`config.mk`:
```
export PLATFORM = sky130hd
export DESIGN_NAME = sync_updown_counter
export DESIGN_NICKNAME = d
export VERILOG_FILES = /design/src/rtl/sync_updown_counter_pkg.sv /design/src/rtl/sync_updown_counter_tff.sv /design/src/rtl/sync_updown_counter.sv
export SDC_FILE = /design/constraint.sdc
export NUM_CORES = 1
export LEC_CHECK = 0
export CAP_MARGIN = 5
export CORE_AREA = 4 4 41 43
export DETAILED_ROUTE_END_ITERATION = 7
export DIE_AREA = 0 0 45 47
export PLACE_DENSITY = 0.76
export SYNTH_ARGS = -nofsm -noshare
export SYNTH_HDL_FRONTEND = slang
export SYNTH_HIERARCHICAL = 1
export SYNTH_SLANG_ARGS = --single-unit
```
`constraint.sdc`:
```
create_clock -name clk -period 1.5 [get_ports clk]
set_input_delay 0.3 -clock clk [delete_from_list [all_inputs] [get_ports clk]]
set_output_delay 0.3 -clock clk [all_outputs]
set_load 0.005 [all_outputs]
```
`src/rtl/sync_updown_counter_pkg.sv`:
```
// Helper functions shared by the synchronous up/down counter.
// Arguments are 32 bits wide so one definition serves every WIDTH up to 32;
// callers zero-extend their operands and truncate the result back.
package sync_updown_counter_pkg;

  // Limit a parallel-load value to the top of the count range.
  function automatic logic [31:0] clamp_load(input logic [31:0] din,
                                             input logic [31:0] max_val);
    return (din > max_val) ? max_val : din;
  endfunction

  // True when q sits at the end of the range in the current direction:
  // MAX when counting up, zero when counting down.
  function automatic logic at_terminal(input logic [31:0] q,
                                       input logic        up,
                                       input logic [31:0] max_val);
    return up ? (q == max_val) : (q == 32'd0);
  endfunction

endpackage

```
`src/rtl/sync_updown_counter_tff.sv`:
```
// Single synchronous T flip-flop: one bit of the counter.
// Clear wins over toggle; every cell shares the same clock edge, so all
// counter bits change together.
module sync_tff_cell (
  input  logic clk,
  input  logic clear,
  input  logic t,
  output logic q
);

  // Synchronous clear to 0, otherwise invert when t is high.
  always_ff @(posedge clk) begin
    if (clear) begin
      q <= 1'b0;
    end else if (t) begin
      q <= ~q;
    end
  end

endmodule

```
`src/rtl/sync_updown_counter.sv`:
```
// Fully synchronous modulo-MODULUS up/down counter with parallel load.
// Priority on each edge: clear > load > en > hold.
// The next count is computed as a whole value and turned into per-bit toggle
// requests for the T cells, so the end-of-range behaviour (wrap to 0 / MAX or
// saturate) is an explicit load rather than natural binary overflow.
// tc is combinational and is meant to drive the en of the next stage up.
module sync_updown_counter
  import sync_updown_counter_pkg::*;
#(
  parameter int WIDTH    = 4,
  parameter int MODULUS  = 16,
  parameter bit SATURATE = 1'b0
) (
  input  logic             clk,
  input  logic             clear,
  input  logic             en,
  input  logic             up,
  input  logic             load,
  input  logic [WIDTH-1:0] din,
  output logic [WIDTH-1:0] q,
  output logic             tc,
  output logic             wrapped
);

  localparam logic [WIDTH-1:0] MAX   = WIDTH'(MODULUS - 1);
  localparam logic [31:0]      MAX32 = 32'(MAX);

  // Elaboration-time sanity check of the parameter set.
  initial begin
    if (WIDTH < 1 || WIDTH > 32) begin
      $error("sync_updown_counter: WIDTH=%0d out of range 1..32", WIDTH);
    end
    if (MODULUS < 2 || longint'(MODULUS) > (longint'(1) << WIDTH)) begin
      $error("sync_updown_counter: MODULUS=%0d out of range 2..2**%0d",
             MODULUS, WIDTH);
    end
  end

  logic [WIDTH-1:0] next_q;
  logic [WIDTH-1:0] toggle;
  logic             wrap_next;

  // Next-count logic: load clamps, counting wraps or saturates at the ends.
  always_comb begin
    next_q    = q;
    wrap_next = 1'b0;
    if (load) begin
      next_q = WIDTH'(clamp_load(32'(din), MAX32));
    end else if (en) begin
      if (up) begin
        if (q == MAX) begin
          if (!SATURATE) begin
            next_q    = '0;
            wrap_next = 1'b1;
          end
        end else begin
          next_q = q + WIDTH'(1);
        end
      end else begin
        if (q == '0) begin
          if (!SATURATE) begin
            next_q    = MAX;
            wrap_next = 1'b1;
          end
        end else begin
          next_q = q - WIDTH'(1);
        end
      end
    end
  end

  // A bit toggles exactly where the next count differs from the current one.
  assign toggle = q ^ next_q;

  // One T cell per counter bit; clear is applied inside each cell.
  for (genvar i = 0; i < WIDTH; i++) begin : g_bit
    sync_tff_cell u_bit (
      .clk  (clk),
      .clear(clear),
      .t    (toggle[i]),
      .q    (q[i])
    );
  end

  // Wrap pulse: high for the one cycle following a wrap-around edge.
  always_ff @(posedge clk) begin
    if (clear) begin
      wrapped <= 1'b0;
    end else begin
      wrapped <= wrap_next;
    end
  end

  // Terminal count marks "at the end in the current direction" even when
  // saturating; it depends only on q, en and up.
  assign tc = en & at_terminal(32'(q), up, MAX32);

endmodule

```
==> key figures <==
Floorplanning
  – Die Width: 45 microns
  – Initial core utilization: 0.345
  – Top Ports: 15
  – CORE AREA: 1300 sq um
  – Row Count: 13
  – Die Y: 47 microns
  – Die area: 2120 sq um

Placed design
  – Final HPWL DP: 1.07 mm
  – Port bufs: 14
  – Placer Congestion: 0.906

Power and ir drop
  – Sequential power share: 0.199
  – Cell internal pwr: 0.000854 W
  – Logic pwr share: 0.689
  – Cell Pwr Density: 1710 nW/um^2
  – Max rail drop VDD: 0.756 mV
  – Leakage: 0.347 nW
  – Sw Share: 0.408
  – NetSw: 0.000589 W
  – Clk pwr share: 0.112

Route
  – Antenna-violating nets left: 0
  – DR vias: 548
  – First-iteration detailed-routing DRC count: 5
  – WL per Instance: 15.7 microns
  – Final WL: 1.56 mm
  – Drc violations: 0
  – Drt pass-1 iters: 4
  – Via-per-instance ratio: 5.54

Logic synthesis
  – Synth top area share: 0.223
  – Mean Syn Cell Area: 8.48 sq um
  – Register area share after synthesis: 0.223
  – Synth top area cells: dfxtp_1, xnor2_1, a2111oi_2, nor2_1, a221oi_1
  – Largest area contributor in the netlist: dfxtp_1
  – Number of distinct library cells after synthesis: 23
  – Most frequent cells after synthesis: nor2_1, inv_1, dfxtp_1, xnor2_1
  – Gate Count Post-Synth: 53
  – Async set-reset flop share out of synthesis: 0
  – Synthesized area: 449 sq um
  – Number of synthesized flops with an enable pin: 0
  – Syn_nets: 64
  – #FFs+latches synth: 5
  – Count leader, synth: nor2_1
  – Synth warn: 6
  – Ys flop type: dfxtp_1

Setup path
  – CP delay by family, top: flip-flops
  – Slowest stage delay, CP: 0.39 ns
  – Crit path cell chain: inv_4 > ha_4 > xor2_2 > o311a_1 > nor2_2 > xnor2_1 > nor2_1
  – Critical path capture point type: register
  – Startpoint Class: register
  – Crit path arrival time: 1.63 ns
  – Crit Path Class: register to register
  – CP max FO: 3
  – Bufs and invs on worst path: 1
  – CP max-delay cell: dfxtp_4
  – Slack of the worst reg-to-reg path: -0.006 ns
  – Critical Path RT: 1.62 ns

Timing
  – WHS: 0.587 ns
  – Final worst slack: -0.00581 ns
  – Fmax: 664 MHz
  – Final worst clock skew: 0.00856 ns
  – Max transition margin: 0.798
  – Final Cycle Share: 1.00
  – RSZ-0062 raised after global routing: true
  – Worst-margin pin slew: 0.302 ns
  – Setup-failing EPs final: 2
  – Max Slew Vio Count: 0
  – Crit path time final: 1.51 ns
  – Hold Violations, Final: 0

GRT
  – Global route overflow: 0
  – Initial antenna violation count: 0
  – Pin count of the biggest net entering global routing: 11
  – Number of global-route vias before repair: 546
  – Total global-route track usage: 0.142
  – First-pass GRT wire length: 2.21 mm

Run
  – Max cap viols: 0

Final layout
  – Synthesis-to-finish area growth: 88.3%
  – Ratio of cells with drive above 1 in the final layout: 0.524
  – Core Util, Final: 0.650
  – FILL cells: 117
  – Nets@finish: 96
  – Area of the multi-input gates: 397 sq um
  – FF+latch area: 113 sq um
  – Inserted Diodes: 0

Status
  – Run status: complete, but fails checks
  – Failing checks: negative setup slack

Clock tree
  – CTS tree: done
  – CTS max path bufs: 2
  – Clk sink count: 5
  – Clock root buffer: clkbuf_4
  – Clock Latency Late Sink: 0.25 ns
  – Clock slew at reported path FFs: 0.04 ns
  – Num CTS Buffers: 3
  – H-tree Lvls: 1

Hold path
  – Hold crit path type: primary input to register
## cells by family after synthesis
| family | Yosys count | share of synthesized area |
|---|---|---|
| muxes | 1 | 0.0251 |
| buffers and inverters | 9 | 0.111 |
| and+or+nand+nor | 16 | 0.175 |
| xor gates and xnor gates | 6 | 0.117 |
| DFF | 5 | 0.223 |
| AOI/OAI and AO/OA | 14 | 0.293 |
| adders and majority gates | 2 | 0.0557 |
## worst reg2reg max path, delay by kind of cell (launching register included)
family	cells	cell delay, ns
compound gates	1	0.30
xor+xnor	2	0.28
fa+ha+maj	1	0.24
buf+inv	1	0.05
flops	1	0.39
simple gates	2	0.14
## worst paths after layout
path	startpoint	endpoint	cells past startpoint
max	g_bit[1].u_bit/q	g_bit[1].u_bit/q	7
min reg2reg	g_bit[3].u_bit/q	g_bit[3].u_bit/q	3
min	up	wrapped	4
max reg2reg	g_bit[1].u_bit/q	g_bit[1].u_bit/q	7
## metrics by stage
| step | instances | total power (W) | cell area, sq um | setup WS [ns] | TNS (ns) |
|---|---|---|---|---|---|
| floorplan | 53 | 0.000691 | 469 | 0.0168 | 0 |
| global placement | 93 | 0.00104 | 706 | -0.452 | -1.84 |
| finish | 99 | 0.00144 | 846 | -0.00581 | -0.00835 |
| detailed placement | 93 | 0.00106 | 706 | -0.497 | -2.15 |
| CTS | 98 | 0.00127 | 771 | -0.0213 | -0.0220 |
| global route | 99 | 0.00153 | 846 | -0.0744 | -0.287 |
## routing by layer
layer / routed length, microns / GRT usage
met1: 618 / 0.152
met2: 835 / 0.274
met3: 66 / 0.0230
met5: 0 / 0
met4: 34 / 0.0585
## what timing repair did
| item | CTS | global route |
|---|---|---|
| setup buffers | 1 | 1 |
| pin swaps | 6 | 4 |
| endpoints found under the setup margin | 9 | 5 |
| resized for setup | 21 | 15 |
| hold buffers | 0 | 0 |
## power groups by stage
stage                     Clock, W  Combinational (W)  Sequential (W)
after floorplan                  0           0.000402        0.000289
after global placement           0           0.000790        0.000252
after detailed placement         0           0.000811        0.000252
after CTS                 0.000167           0.000834        0.000273
after global routing      0.000176            0.00107        0.000290
final                     0.000161           0.000995        0.000287
## registers in the layout (all words and copies together), names as in the netlist
| signal | cells |
|---|---|
| g_bit.u_bit/q | 4 |
| wrapped | 1 |
## placed cells by master, fill, tap and decap left out, drive strengths merged
cell type      count
ha                 2
nand2              1
a21oi              2
o311a              1
a21o               1
xnor2              4
o41ai              1
nor2               9
mux2               1
clkdlybuf4s50      8
a22o               1
nand4              2
clkbuf             5
a221oi             3
nand3              3
a211oi             1
o21ai              2
dlygate4sd2        4
a2111oi            2
and4               1
buf               17
inv                6
xor2               2
dfxtp              5
## final cells by class
class,instances,share of cell area
Clock buffer,4,0.0311
Inverter,6,0.0325
Multi-Input combinational cell,39,0.469
Sequential cell,5,0.133
Tap cell,15,0.0222
Timing Repair Buffer,30,0.312
No activity file was read; power rests on OpenSTA's default activity.
